**config.mk**
```make
export PLATFORM = sky130hd
export DESIGN_NAME = cd_mult_pipe
export DESIGN_NICKNAME = d
export VERILOG_FILES = /design/src/rtl/cd_mult_pipe.sv
export SDC_FILE = /design/constraint.sdc
export NUM_CORES = 1
export LEC_CHECK = 0
export ABC_AREA = 1
export CORE_ASPECT_RATIO = 2
export CORE_MARGIN = 2
export CORE_UTILIZATION = 35
export CTS_CLUSTER_DIAMETER = 50
export DETAILED_ROUTE_END_ITERATION = 16
export HOLD_SLACK_MARGIN = 0.1
export PLACE_DENSITY = 0.55
export SLEW_MARGIN = 0
export SYNTH_ARGS = -nofsm -noshare
export SYNTH_HDL_FRONTEND = slang
export SYNTH_SLANG_ARGS = --single-unit
```
**constraint.sdc**
```tcl
create_clock -name clk -period 2.8 [get_ports clk]
set_input_delay 0.28 -clock clk [delete_from_list [all_inputs] [get_ports clk]]
set_output_delay 0.28 -clock clk [all_outputs]
set_load 0.1 [all_outputs]
```
**src/rtl/cd_mult_pipe.sv**
```systemverilog
// Pipelined unsigned A_W x B_W multiplier with an optional carry-disregard mode for the low CD_COLS columns.
// Latency: operands captured into S1 on the input handshake, result registered one edge later (2 stages).
// Backpressure: S2 holds while out_valid & ~out_ready; S1 then fills and in_ready drops; nothing lost.
module cd_mult_pipe #(
    parameter int A_W     = 8,
    parameter int B_W     = 4,
    parameter int CD_COLS = 4
) (
    input  logic               clk,
    input  logic               rst,
    input  logic               in_valid,
    output logic               in_ready,
    input  logic [A_W-1:0]     in_a,
    input  logic [B_W-1:0]     in_b,
    input  logic               in_approx,
    output logic               out_valid,
    input  logic               out_ready,
    output logic [A_W+B_W-1:0] out_r,
    output logic               out_approx
);
    localparam int W      = A_W + B_W;
    localparam bit HAS_CD = (CD_COLS > 0);

    logic           s1_valid;
    logic [A_W-1:0] s1_a;
    logic [B_W-1:0] s1_b;
    logic           s1_approx;

    logic           s2_load;
    logic           in_fire;
    logic           use_approx;
    logic [W-1:0]   exact_r;
    logic [W-1:0]   approx_r;
    logic [W-1:0]   par;
    logic [W-1:0]   hi;

    assign s2_load    = s1_valid & (~out_valid | out_ready);
    assign in_ready   = ~s1_valid | s2_load;
    assign in_fire    = in_valid & in_ready;
    assign use_approx = HAS_CD & s1_approx;

    assign exact_r = {{B_W{1'b0}}, s1_a} * {{A_W{1'b0}}, s1_b};

    // Low columns keep only the parity of their partial products; every partial
    // product at or above CD_COLS is accumulated at its true weight, so no carry
    // ever crosses from the parity region into the exact region.
    always_comb begin
        par = '0;
        hi  = '0;
        for (int i = 0; i < A_W; i++) begin
            for (int k = 0; k < B_W; k++) begin
                if (i + k < CD_COLS) begin
                    par[i+k] = par[i+k] ^ (s1_a[i] & s1_b[k]);
                end else begin
                    hi = hi + ({{(W-1){1'b0}}, s1_a[i] & s1_b[k]} << (i + k));
                end
            end
        end
        approx_r = hi | par;
    end

    always_ff @(posedge clk) begin
        if (in_fire) begin
            s1_a      <= in_a;
            s1_b      <= in_b;
            s1_approx <= in_approx;
        end
    end

    always_ff @(posedge clk) begin
        if (rst) begin
            s1_valid   <= 1'b0;
            out_valid  <= 1'b0;
            out_r      <= '0;
            out_approx <= 1'b0;
        end else begin
            if (in_fire) begin
                s1_valid <= 1'b1;
            end else if (s2_load) begin
                s1_valid <= 1'b0;
            end

            if (s2_load) begin
                out_valid  <= 1'b1;
                out_r      <= use_approx ? approx_r : exact_r;
                out_approx <= s1_approx;
            end else if (out_ready) begin
                out_valid <= 1'b0;
            end
        end
    end
endmodule

```
### Word level (Yosys, flattened, before mapping)

Cells that the tools add are included.

| storage, ports and cells | value |
|---|---|
| flip-flop bits (word level) | 28 |
| input bits | 17 |
| output and inout port bits | 15 |
| word-level logic and storage cells | 81 |

| operators by class | value |
|---|---|
| add/subtract/negate cells | 21 |
| multipliers | 1 |
| mux-type cells | 5 |
| bitwise gates (word level) | 45 |
| reduce and logical (&&, ||, !) cells | 2 |

Operators with widths:

| operator | number |
|---|---|
| 12-bit by 8-bit adder with 12-bit output | 4 |
| 12-bit by 7-bit adder with 12-bit output | 3 |
| 12-bit by 9-bit adder with 12-bit output | 3 |
| 1-bit AND | 34 |
| 12-bit by 10-bit adder with 12-bit output | 2 |
| 11-bit by 6-bit adder with 12-bit output | 1 |
| 12-bit by 11-bit adder with 12-bit output | 1 |
| 12-bit by 6-bit adder with 12-bit output | 1 |
| 8-bit by 4-bit multiplier with 12-bit output | 1 |
| 12-bit two-way mux | 1 |
| 12-bit by 4-bit OR with 12-bit output | 1 |
| 10-bit by 5-bit adder with 11-bit output | 1 |
| 9-bit by 7-bit adder with 10-bit output | 1 |
| 8-bit by 6-bit adder with 9-bit output | 1 |
| 7-bit by 5-bit adder with 8-bit output | 1 |
| 6-bit by 6-bit adder with 7-bit output | 1 |
| 5-bit by 5-bit adder with 6-bit output | 1 |
| 1-bit XOR | 6 |
| 1-bit two-way mux | 4 |
| 2-bit nonzero test | 2 |
| 1-bit inverter | 2 |
| 1-bit OR | 2 |

### Depth between registers and ports, before layout

Gate-level depths: netlist (run 1).

| depth | value |
|---|---|
| depth in word-level cells | 24 |
| gate-level depth with buffers | 19 |
| depth with buffers taken out | 18 |

### Least setup slack after synthesis (run 1)

Ideal clock, no wire load.

| path | value |
|---|---|
| kind | register -> register |
| start | reg s1_b[1] |
| end | reg out_r[10] |
| setup time | 0.119 ns |
| data arrival time | 2.794 ns |
| data required time | 2.681 ns |
| slack | -0.113 ns |
| stages on the path, launching flop included | 16 |
| clock period less this slack | 2.913 ns |
| cell sequence | edfxtp_1 clkbuf_1 nand2_1 fa_1 inv_1 fa_1 inv_1 fa_1 inv_1 nand3_1 nand2_1 nand2_1 a21oi_1 nor2_1 nor2_1 nor2_1 |

| between the ends | value |
|---|---|
| longest elaborated chain between the ends | 22 |
| elaborated cells between the ends (all ways) | 27 |
| those cells by class | 19 x add/sub; 1 x mul; 1 x mux; 6 x bitwise |

Ends and longest elaborated chain:

| element | line | source |
|---|---|---|
| start: declaration | 26 | `logic [B_W-1:0] s1_b;` |
| start signal: assignment | 65 | `s1_b <= in_b;` |
| 1-bit AND | 55 | `hi = hi + ({{(W-1){1'b0}}, s1_a[i] & s1_b[k]} << (i + k));` |
| 7-bit by 5-bit adder with 8-bit output | 55 |  |
| 8-bit by 6-bit adder with 9-bit output | 55 |  |
| 9-bit by 7-bit adder with 10-bit output | 55 |  |
| 10-bit by 5-bit adder with 11-bit output | 55 |  |
| 11-bit by 6-bit adder with 12-bit output | 55 |  |
| 12-bit by 7-bit adder with 12-bit output | 55 |  |
| 12-bit by 8-bit adder with 12-bit output | 55 |  |
| (+6 left out) | -- |  |
| 12-bit by 9-bit adder with 12-bit output | 55 |  |
| 12-bit by 10-bit adder with 12-bit output | 55 |  |
| 12-bit by 8-bit adder with 12-bit output | 55 |  |
| 12-bit by 9-bit adder with 12-bit output | 55 |  |
| 12-bit by 10-bit adder with 12-bit output | 55 |  |
| 12-bit by 11-bit adder with 12-bit output | 55 |  |
| 12-bit by 4-bit OR with 12-bit output | 59 | `approx_r = hi \| par;` |
| 12-bit two-way mux * | 85 | `out_r <= use_approx ? approx_r : exact_r;` |
| end signal: assignment | 85 |  |
| end: declaration | 18 | `output logic [A_W+B_W-1:0] out_r,` |

Every way passes the cells marked *; elsewhere a longest branch is shown, timed or not.
A chain may end at the register's enable or synchronous reset.

### Worst setup path in the final report (run 1)

| path | value |
|---|---|
| start | reg s1_b[3] |
| end | reg out_r[11] |

| between the ends | value |
|---|---|
| longest elaborated chain between the ends | 24 |
| elaborated cells between the ends (all ways) | 31 |
| those cells by class | 21 x add/sub; 1 x mul; 1 x mux; 8 x bitwise |

Ends and longest elaborated chain:

| element | line |
|---|---|
| 1-bit AND | 55 |
| 5-bit by 5-bit adder with 6-bit output | 55 |
| 6-bit by 6-bit adder with 7-bit output | 55 |
| 7-bit by 5-bit adder with 8-bit output | 55 |
| 8-bit by 6-bit adder with 9-bit output | 55 |
| 9-bit by 7-bit adder with 10-bit output | 55 |
| 10-bit by 5-bit adder with 11-bit output | 55 |
| 11-bit by 6-bit adder with 12-bit output | 55 |
| (+8 left out) | -- |
| 12-bit by 9-bit adder with 12-bit output | 55 |
| 12-bit by 10-bit adder with 12-bit output | 55 |
| 12-bit by 8-bit adder with 12-bit output | 55 |
| 12-bit by 9-bit adder with 12-bit output | 55 |
| 12-bit by 10-bit adder with 12-bit output | 55 |
| 12-bit by 11-bit adder with 12-bit output | 55 |
| 12-bit by 4-bit OR with 12-bit output | 59 |
| 12-bit two-way mux * | 85 |

Marked as above.

==> impl_results.md, run 1 <==
- CP Buf/Inv Count: 4
- Yosys warns: 0
- Hold_ws: 0.4845 ns
- Minimum clock period: 2.886 ns
- Overflow after GRT: 0
- Min-delay src: out_r[0]$_SDFFE_PP0P_
- Drt wl/cell: 13.62 um
- CP top delay family: adder cells
- I/O Pins: 32
- Area share of the largest cell type after synthesis: 0.1573
- Critical path depth: 16
- TritonCTS clock tree: yes
- Global-route wire length before repair: 11070 um
- HP Class: reg2reg
- Skew-Pair Late Insertion Delay: 0.27 ns
- Syn-to-layout area delta: 46.47%
- CP endpoint kind: flip-flop
- Fmax: 346.5 MHz
- Power per standard cell area: 502.1 mW/mm^2
- Number of global-route vias before repair: 2525
- CTS sink cnt: 28
- Area contributors post-synth: edfxtp_1 (16%), ha_1 (15%), dfxtp_1 (12%)
- Reg area: 690.7 um^2
- Non-filler cells, final: 501
- DRT Pass-1 Iters: 4
- Setup CP Type: reg2reg
- Slew headroom: 0.6473
- DRT antenna net count: 0
- Starting Density: 0.3605
- Critical path required time: 2.96 ns
- H-tree levels: 1
- Pin count of the biggest net entering global routing: 21
- ANT cells: 0
- Setup slack, reg-to-reg: -0.09 ns
- Hold violation count in the final report: 0
- R2R cell count: 16
- Core box area: 0.006887 mm^2
- Dpl cells: 483
- CP arrival: 3.05 ns
- Gr usage total: 0.1838
- MaxCap Viol Count: 0
- Fin. max-slew vios: 0
- Sequential-to-total area share from yosys stat: 0.2782
- Total number of vias: 2411
- Core Rows: 43
- Worst clock skew: 0.003811 ns
- Final period utilization: 1.031
- CP Launch Type: flip-flop
- Top cell by count, worst path: nand2_1
- Die Span X: 63.55 um
- Critical path fanouts, max: 5
- Fill cell count: 707
- Slowest-stage cell, CP: fa_1
- Hold path depth: 2
- Die ar.: 0.007823 mm^2
- Power Total: 1.826 mW
- Peak supply drop: 0.2988 mV
- Reg clk slew, reported paths: 0.07 ns
- Synth Area per Inst: 7.568 um^2
- Leakage power: 1.877 nW
- Setup TNS: -0.3530 ns
- Footprint of the multi-input gates: 0.001769 mm^2
- Failing checks: setup timing
- Die Y: 123.1 um
- Syn_nets: 389
- Setup violations, final: 6
- Cts bufs inserted: 3
- WL final: 6825 um
- Root Buffer: clkbuf_16
- Clk buf depth: 2
- Drt initial violations: 70
- Netlist Area Pre-Place: 0.002482 mm^2
- Unique cell type count in the Yosys netlist: 25
- Final net count: 473
- GP Congestion: 0.9507
- HPWL Detailed: 5558 um
- Final worst setup slack: -0.08620 ns
- Post-synth top area cell: edfxtp_1
- Crit-path max cell delay: 0.52 ns
- Post-Synthesis Cells: 328
- Least-Margin Pin Slew: 0.5285 ns
- WHS Endpoint: out_r[0]$_SDFFE_PP0P_
- Share of cells above drive strength 1: 0.3382
- Vias per inst: 4.812
- Crit-path cells: buf_6, nand2_2, inv_2, fa_1, inv_1, fa_1, inv_2, ha_4, a21oi_2, nand2_1, nand2_1, nand3_1, nand2_1, a21oi_1, nor2_1, nor2_1
- # port buffers: 31
- Reg-to-reg critical path startpoint: s1_b[3]$_DFFE_PP_
- Outcome: finished with violations
- RSZ-0062 raised after global routing: yes
- Initial antenna violation count: 0
- FF-to-FF End: out_r[11]$_SDFFE_PP0P_
- Drc violations: 0
- Seq cells post-synth: 28
[cell families (layout without fill, tap and decap cells)]
group | Yosys count | after routing | synth area share
buf+inv | 73 | 156 | 0.1134
xor+xnor | 8 | 8 | 0.02823
flops | 28 | 28 | 0.2782
compound gates | 57 | 57 | 0.1200
fa+ha+maj | 44 | 44 | 0.2671
simple gates | 118 | 118 | 0.1930
[worst register-to-register path, stage by stage, from the launching register on]
cell and delay, ns:
edfxtp_1 0.42, buf_6 0.16, nand2_2 0.06, inv_2 0.06, fa_1 0.52, inv_1 0.05, fa_1 0.49, inv_2 0.05
ha_4 0.26, a21oi_2 0.19, nand2_1 0.08, nand2_1 0.06, nand3_1 0.06, nand2_1 0.09, a21oi_1 0.08, nor2_1 0.10
nor2_1 0.04
[through the flow]
step	setup WS [ns]	cell area [um^2]	util
CTS	-0.09297	3580	0.5198
detailed placement	-0.3798	3189	0.4631
global placement	-0.3046	3189	0.4631
floorplan	-0.01933	2537	-
global route	-0.2941	3636	0.5280
finish	-0.08620	3636	0.5280
[power by group]
| part | leakage [nW] | internal [mW] | total [mW] | switching, mW |
|---|---|---|---|---|
| logic | 1.58 | 0.415 | 0.952 | 0.537 |
| registers | 0.251 | 0.457 | 0.479 | 0.0211 |
| clock network | 0.0493 | 0.249 | 0.395 | 0.146 |
| total | 1.88 | 1.12 | 1.83 | 0.704 |
[synthesized netlist by cell type]
library cell  count
a21oi_1          31
a31o_2            1
a31oi_1           3
buf_2             2
buf_4             1
clkbuf_1          4
clkbuf_2          1
clkinv_1          1
dfxtp_1          15
edfxtp_1         13
fa_1             15
ha_1             29
inv_1            64
nand2_1          76
nand2_2           1
nand3_1          13
nand3b_1          2
nand4_1           2
nor2_1           22
nor2_2            1
o21a_1            1
o21ai_0          20
o21bai_1          1
or2_1             1
xor2_1            8
[worst max-delay path by stage]
stage	endpoint	startpoint
4_1_cts	out_r[8]$_SDFFE_PP0P_	s1_b[1]$_DFFE_PP_
3_5_place_dp	out_r[10]$_SDFFE_PP0P_	s1_b[3]$_DFFE_PP_
5_1_grt	out_r[11]$_SDFFE_PP0P_	s1_b[1]$_DFFE_PP_
3_3_place_gp	out_r[10]$_SDFFE_PP0P_	s1_b[3]$_DFFE_PP_
2_1_floorplan	out_r[10]$_SDFFE_PP0P_	s1_b[3]$_DFFE_PP_
6_report	out_r[11]$_SDFFE_PP0P_	s1_b[3]$_DFFE_PP_
[per-layer routing]
layer | track usage | vias up | wire length [um]
li1 | - | 1205 | -
met1 | 0.1580 | 1147 | 2170
met2 | 0.3901 | 41 | 4191
met3 | 0.01547 | 18 | 125
met4 | 0.1060 | 0 | 338
met5 | 0 | - | 0
[sequential cells by signal, indices dropped and copies added, names as in the netlist]
name	cells
out_approx	1
s1_approx	1
s1_a	8
s1_valid	1
out_valid	1
out_r	12
s1_b	4
[cells in the final DEF (no fill, tap or decap), types with 2 or more instances in the layout]
cell type / count
o21ai_1: 4
edfxtp_1: 13
buf_4: 64
nand4_1: 2
nand2_2: 15
clkbuf_16: 4
ha_4: 8
o21ai_0: 16
a31oi_1: 3
fa_2: 3
ha_2: 3
ha_1: 18
xor2_1: 5
buf_6: 7
clkdlybuf4s50_1: 16
nand2_1: 57
nand3_1: 10
dfxtp_1: 15
inv_2: 15
nor2_1: 22
nand3_2: 3
fa_1: 12
a21oi_1: 25
a21oi_2: 5
nand3b_1: 2
xor2_2: 3
nand2_4: 5
inv_1: 49
[what timing repair did]
action,4_1_cts,5_1_grt
hold endpoints to repair,0,0
setup endpoints to repair,7,8
resized for setup,58,12
hold buffers,0,0
pin swaps,28,9
setup buffers,12,2
[area by class of cell]
type	instances	area share
inverter	65	0.06710
timing repair buffer	87	0.1979
sequential	28	0.1900
clock buffer	4	0.02753
multi-input combinational	227	0.4866
tap	90	0.03097
Note: power is estimated with default switching activity, not from simulation.
==> run 2: changes to the inputs <==
CORE_MARGIN = unset   (was 2)
GPL_TIMING_DRIVEN = 0   (was unset)
==> run 2 against run 1 <==
The run still ends with setup timing left. Maximum frequency is 2.4% lower. Via count shrank 4.5%. Non-clock buffer count shrank 25. Worst hold slack worse by 0.0014 ns. Core utilization is 1.3 points lower. Critical endpoint unchanged. Highest routed layer unchanged.
==> impl_results.md, run 2 (synthesized netlist as in run 1, its figures left out) <==
- Die ar.: 0.007454 mm^2 (-4.7%)
- Reg area: 690.7 um^2 (unchanged)
- Final net count: 448 (-5.3%)
- GP Congestion: 0.8978 (-5.6%)
- Hold-fix buffers, CTS: 0 (unchanged)
- Crit-path max cell delay: 0.50 ns (-0.02 ns)
- TritonCTS clock tree: yes
- Starting Density: 0.3605 (unchanged)
- R2R cell count: 15 (-1)
- Crit-path cells: nand2_2, inv_1, fa_1, inv_1, fa_1, inv_2, ha_4, a21oi_2, nand2_1, nand2_2, nand3_2, nand2_2, a21oi_2, nor2_2, nor2_1
- CTS sink cnt: 28 (unchanged)
- Leakage power: 1.771 nW (-5.6%)
- Critical path fanouts, max: 4 (-1)
- Sw frac: 0.4005 (+0.01472)
- Commonest non-fill, non-tap cell in the layout: nand2_1
- Setup TNS: -0.4929 ns (-0.1399 ns)
- WL met3: 95 um (-24%)
- Root Buffer: clkbuf_16
- Drc violations: 0 (unchanged)
- Reg clk slew, reported paths: 0.07 ns (about the same)
- MaxCap Viol Count: 0 (unchanged)
- Final period utilization: 1.057 (+0.02586)
- CP Launch Type: flip-flop
- Vias per inst: 4.836 (+0.49%)
- HPWL Detailed: 4864 um (-12%)
- Number of global-route vias before repair: 2312 (-8.4%)
- DRT antenna net count: 0 (unchanged)
- Final worst setup slack: -0.1586 ns (-0.07241 ns)
- RSZ-0062 raised after global routing: yes
- Fmax: 338.0 MHz (-2.4%)
- ANT cells: 0 (unchanged)
- Cell Int Power: 1.086 mW (-3.2%)
- Drt initial violations: 59 (-16%)
- Power Total: 1.811 mW (-0.79%)
- Die Y: 121.1 um (-1.6%)
- Cts bufs inserted: 3 (unchanged)
- Setup CP Type: reg2reg
- Core Rows: 43 (unchanged)
- Pin count of the biggest net entering global routing: 17 (-19%)
- Switch Pwr: 725.3 uW (+3.0%)
- Drt wl/cell: 13.61 um (-0.11%)
- Fill cell count: 719 (+1.7%)
- # port buffers: 31 (unchanged)
- Max reg flops: 12 (unchanged)
- Worst clock skew: 0.009924 ns (+0.006113 ns)
- Core box area: 0.006887 mm^2 (unchanged)
- HP Class: reg2reg
- Gr usage total: 0.1866 (+0.002743)
- Most frequent cells in the layout: nand2_1 (54), inv_1 (52), clkdlybuf4s50_1 (31)
- Hold violation count in the final report: 0 (unchanged)
- Skew-Pair Late Insertion Delay: 0.27 ns (about the same)
- Dpl cells: 449 (-7.0%)
- Least-Margin Pin Slew: 0.9653 ns (+0.4367 ns)
- Power per standard cell area: 510.9 mW/mm^2 (+1.8%)
- Slowest-stage cell, CP: edfxtp_1
- Sequential power share: 0.263 (about the same)
- DRT Pass-1 Iters: 6 (+2)
- I/O Pins: 32 (unchanged)
- Clock network power share: 0.218 (about the same)
- Highest routed layer: met4
- Metal2 WL: 3824 um (-8.8%)
- Largest regs: out_r (12), s1_a (8), s1_b (4)
- Hold path depth: 2 (unchanged)
- Layout Utilization: 0.5147 (-0.01326)
- Hold_ws: 0.4832 ns (-0.001357 ns)
- Global-route wire length before repair: 10100 um (-8.8%)
- Total number of vias: 2302 (-4.5%)
- Slew headroom: 0.3545 (-0.2928)
- Top reg by flops: out_r
- Pre-CTS setup slack: -0.3346 ns (+0.04521 ns)
- Initial antenna violation count: 0 (unchanged)
- Footprint of the multi-input gates: 0.001832 mm^2 (+3.5%)
- Fin. max-slew vios: 0 (unchanged)
- Syn-to-layout area delta: 42.79%
- CP arrival: 3.13 ns (+0.08 ns)
- H-tree levels: 1 (unchanged)
- Die Span X: 61.55 um (-3.1%)
- Failing checks: setup timing
- Overflow after GRT: 0 (unchanged)
- Peak supply drop: 0.3413 mV (+14%)
- CP endpoint kind: flip-flop
- Critical path required time: 2.97 ns (about the same)
- Setup violations, final: 7 (+1)
- Share of cells above drive strength 1: 0.2720 (-0.06618)
- Fin area: 0.003545 mm^2 (-2.5%)
- Minimum clock period: 2.959 ns (+0.07241 ns)
- Non-filler cells, final: 476 (-5.0%)
- Comb pwr share: 0.519 (-0.002)
- Clk buf depth: 2 (unchanged)
- WL final: 6477 um (-5.1%)
- Placed Area: 0.002960 mm^2 (-7.2%)
- Outcome: finished with violations
- Met1 Wirelength: 2247 um (+3.5%)
- Top cell by count, worst path: nand2_2
run 2: cell count changes in the layout (fill, tap and decap cells not counted), moves of 4 or more:
cell / delta
nand2_4: +4
a21oi_1: -4
buf_4: -43
clkdlybuf4s50_1: +15
nand3_2: +4
nand3_1: -4
a21oi_2: +4
run 2: worst paths after layout:
check,slack (ns),start,endpoint
worst min register to register,0.48,out_r[0]$_SDFFE_PP0P_,out_r[0]$_SDFFE_PP0P_
worst max register to register,-0.16,s1_a[4]$_DFFE_PP_,out_r[11]$_SDFFE_PP0P_
worst max-delay path,-0.16,s1_a[4]$_DFFE_PP_,out_r[11]$_SDFFE_PP0P_
worst min-delay path,0.48,out_r[0]$_SDFFE_PP0P_,out_r[0]$_SDFFE_PP0P_
run 2: cell type report:
cell class,count,area share
Multi-Input combinational cell,227,0.5168
Sequential cell,28,0.1948
Timing Repair Buffer,54,0.1394
Inverter,65,0.06883
Tap cell,90,0.03177
Clock buffer,4,0.02824
Buffer,8,0.02012
run 2: timing repair:
action,in CTS,in global routing
pin swaps,21,30
resized for setup,46,45
setup endpoints to repair,6,8
buffers inserted,17,6
run 2: worst max-delay path, delay by kind of cell, from the launching register on:
| kind | cells | cell delay, ns |
|---|---|---|
| fa+ha+maj | 3 | 1.20 |
| simple gates | 7 | 0.68 |
| flops | 1 | 0.50 |
| compound gates | 2 | 0.30 |
| buf+inv | 3 | 0.17 |
run 2: metal layers:
metal	vias up	GRT usage
met3	23	0.01706
li1	1154	-
met5	-	0
met4	0	0.1069
met1	1078	0.1718
met2	47	0.3616
run 2: power by group through the flow:
| stage | Clock (mW) | Sequential [mW] | Combinational (mW) |
|---|---|---|---|
| after floorplan | 0 | 0.593 | 0.399 |
| after global placement | 0 | 0.484 | 0.690 |
| after detailed placement | 0 | 0.484 | 0.694 |
| after CTS | 0.409 | 0.476 | 0.797 |
| after global routing | 0.419 | 0.480 | 1.03 |
| final | 0.395 | 0.477 | 0.940 |
==> run 3: changes to the inputs <==
PLACE_DENSITY = 0.56   (was 0.55)
==> run 3 against run 2 <==
The flow still finishes with violations (setup timing). Global-route usage increased by 0.63 points. Sequential power about the same. Largest cell class unchanged. Worst setup slack improved by 0.052 ns. Critical endpoint unchanged. Non-clock buffer count fell by 1. Worst hold slack better by 0.0082 ns. Critical path type unchanged. Sequential share of layout area is 0.36 points higher. Clock power increased by 4%. Flip-flop and latch count is the same. Highest routed layer unchanged. Combinational power decreased by 9.1%.
==> impl_results.md, run 3 (synthesized netlist as in run 1, its figures left out) <==
- Outcome: finished with violations
- Failing checks: setup timing
- Hold_ws: 0.4914 ns (+0.008195 ns)
- Total number of vias: 2281 (-0.91%)
- Cell Int Power: 1.043 mW (-3.9%)
- I/O Pins: 32 (unchanged)
- Global-route wire length before repair: 10310 um (+2.0%)
- Reg clk slew, reported paths: 0.07 ns (about the same)
- Crit path launch: s1_b[1]$_DFFE_PP_
- Cts bufs inserted: 3 (unchanged)
- CTS sink cnt: 28 (unchanged)
- Gr usage total: 0.1928 (+0.006250)
- Fin area: 0.003480 mm^2 (-1.8%)
- Layout Utilization: 0.5053 (-0.009448)
- Power Total: 1.738 mW (-4.0%)
- Reg-to-reg critical path startpoint: s1_b[1]$_DFFE_PP_
- Number of global-route vias before repair: 2391 (+3.4%)
- Vias per inst: 4.802 (-0.70%)
- Max reg flops: 12 (unchanged)
- Setup slack, reg-to-reg: -0.11 ns (+0.05 ns)
- Final net count: 447 (-0.22%)
- Clk buf depth: 2 (unchanged)
- Drt initial violations: 28 (-53%)
- Slew headroom: 0.3526 (-0.001855)
- Fmax: 344.0 MHz (+1.8%)
- # port buffers: 31 (unchanged)
- Sw frac: 0.3999 (-0.0006044)
- Final worst setup slack: -0.1066 ns (+0.05200 ns)
- TritonCTS clock tree: yes
- Top cell by count, worst path: nand2_1
- H-tree levels: 1 (unchanged)
- Hold violation count in the final report: 0 (unchanged)
- Starting Density: 0.3605 (unchanged)
- Critical path required time: 3.02 ns (+0.05 ns)
- ANT cells: 0 (unchanged)
- DRT Pass-1 Iters: 4 (-2)
- Die ar.: 0.007454 mm^2 (unchanged)
- Fin. max-slew vios: 0 (unchanged)
- Commonest non-fill, non-tap cell in the layout: nand2_1
- HPWL Detailed: 4903 um (+0.80%)
- Drc violations: 0 (unchanged)
- Overflow after GRT: 0 (unchanged)
- Setup violations, final: 5 (-2)
- Core box area: 0.006887 mm^2 (unchanged)
- Crit-path cells: clkbuf_8, buf_6, nand2_4, xor2_2, ha_2, a21oi_1, fa_1, inv_1, ha_2, fa_2, nand3_2, nand2_2, nand2_2, nand2_1, nand2_1, nand3_1, nand2_1, nor2_2, nor2_1
- Skew-Pair Late Insertion Delay: 0.28 ns (about the same)
- Core Rows: 43 (unchanged)
- DRT antenna net count: 0 (unchanged)
- Syn-to-layout area delta: 40.17%
- Least-Margin Pin Slew: 0.9680 ns (+0.002773 ns)
- Peak supply drop: 0.3840 mV (+13%)
- HP Class: reg2reg
- Power per standard cell area: 499.5 mW/mm^2 (-2.2%)
- RSZ-0062 raised after global routing: yes
- CP arrival: 3.13 ns (about the same)
- Pin count of the biggest net entering global routing: 17 (unchanged)
- Crit-path max cell delay: 0.49 ns (about the same)
- Worst clock skew: 0.005083 ns (-0.004840 ns)
- WL final: 6371 um (-1.6%)
- Min-delay src: out_r[1]$_SDFFE_PP0P_
- Final period utilization: 1.038 (-0.01857)
- Share of cells above drive strength 1: 0.2338 (-0.03825)
- Leakage power: 1.743 nW (-1.6%)
- Switch Pwr: 695.0 uW (-4.2%)
- Setup CP Type: reg2reg
- MaxCap Viol Count: 0 (unchanged)
- Root Buffer: clkbuf_16
- Initial antenna violation count: 0 (unchanged)
- Hold-fix buffers, CTS: 0 (unchanged)
- Clock network power share: 0.235 (+0.017)
- Die Span X: 61.55 um (unchanged)
- Non-filler cells, final: 475 (-0.21%)
- CP endpoint kind: flip-flop
- GP Congestion: 0.9058 (+0.89%)
- Dpl cells: 449 (unchanged)
- Minimum clock period: 2.907 ns (-0.05200 ns)
- Critical path fanouts, max: 5 (+1)
- Top reg by flops: out_r
- Comb pwr share: 0.491 (-0.028)
- Die Y: 121.1 um (unchanged)
- Sequential power share: 0.274 (+0.011)
- CP Launch Type: flip-flop
- Drt wl/cell: 13.41 um (-1.4%)
- Most frequent cells in the layout: nand2_1 (59), inv_1 (54), clkdlybuf4s50_1 (31)
- Slowest-stage cell, CP: fa_1
- Largest regs: out_r (12), s1_a (8), s1_b (4)
- Placed Area: 0.002960 mm^2 (unchanged)
==> run 3: cell types whose count changed in the layout (fill, tap and decap cells not counted), sizes merged <==
cell and delta:
buf -2, clkbuf +1
==> run 3: critical path, delay by kind of cell, from the launching register on <==
family | cells | cell delay [ns]
fa+ha+maj | 4 | 1.25
simple gates | 10 | 0.71
flops | 1 | 0.37
buf+inv | 3 | 0.34
xor+xnor | 1 | 0.14
compound gates | 1 | 0.05
==> run 3: cell type report <==
cell class | count | area, um^2
fill | 709 | 3407
multi-input combinational | 227 | 1775
sequential | 28 | 690.7
timing repair buffer | 53 | 486.7
inverter | 65 | 244.0
tap | 90 | 112.6
clock buffer | 4 | 100.1
buffer | 8 | 70.07
==> run 3: final timing paths <==
check | endpoint | depth (start not counted)
max | out_r[11]$_SDFFE_PP0P_ | 19
min | out_r[1]$_SDFFE_PP0P_ | 2
max reg2reg | out_r[11]$_SDFFE_PP0P_ | 19
min reg2reg | out_r[1]$_SDFFE_PP0P_ | 2
==> run 3: per-stage QoR <==
stage | setup slack [ns] | TNS [ns]
finish | -0.1066 | -0.3871
global route | -0.2803 | -1.469
CTS | -0.1084 | -0.3770
detailed placement | -0.3375 | -1.401
global placement | -0.3264 | -1.260
floorplan | -0.01933 | -0.01933
==> run 3: repair_timing <==
action	4_1_cts	5_1_grt
gates resized for setup	59	9
pin swaps	23	2
setup buffers	21	1
setup endpoints to repair	7	9
==> run 3: layer usage <==
metal	global-route usage	part of all wire	up-vias
met5	0	0	-
li1	-	-	1154
met3	0.01706	0.014	25
met1	0.1715	0.33	1064
met4	0.1528	0.073	0
met2	0.3595	0.58	38
==> run 3: power groups by stage <==
stage               clock [mW]  sequential [mW]  combinational, mW
floorplan                    0            0.593              0.399
detailed placement           0            0.484              0.694
finish                   0.409            0.475              0.854
global placement             0            0.484              0.690
CTS                      0.421            0.476              0.821
global route             0.436            0.479              0.932
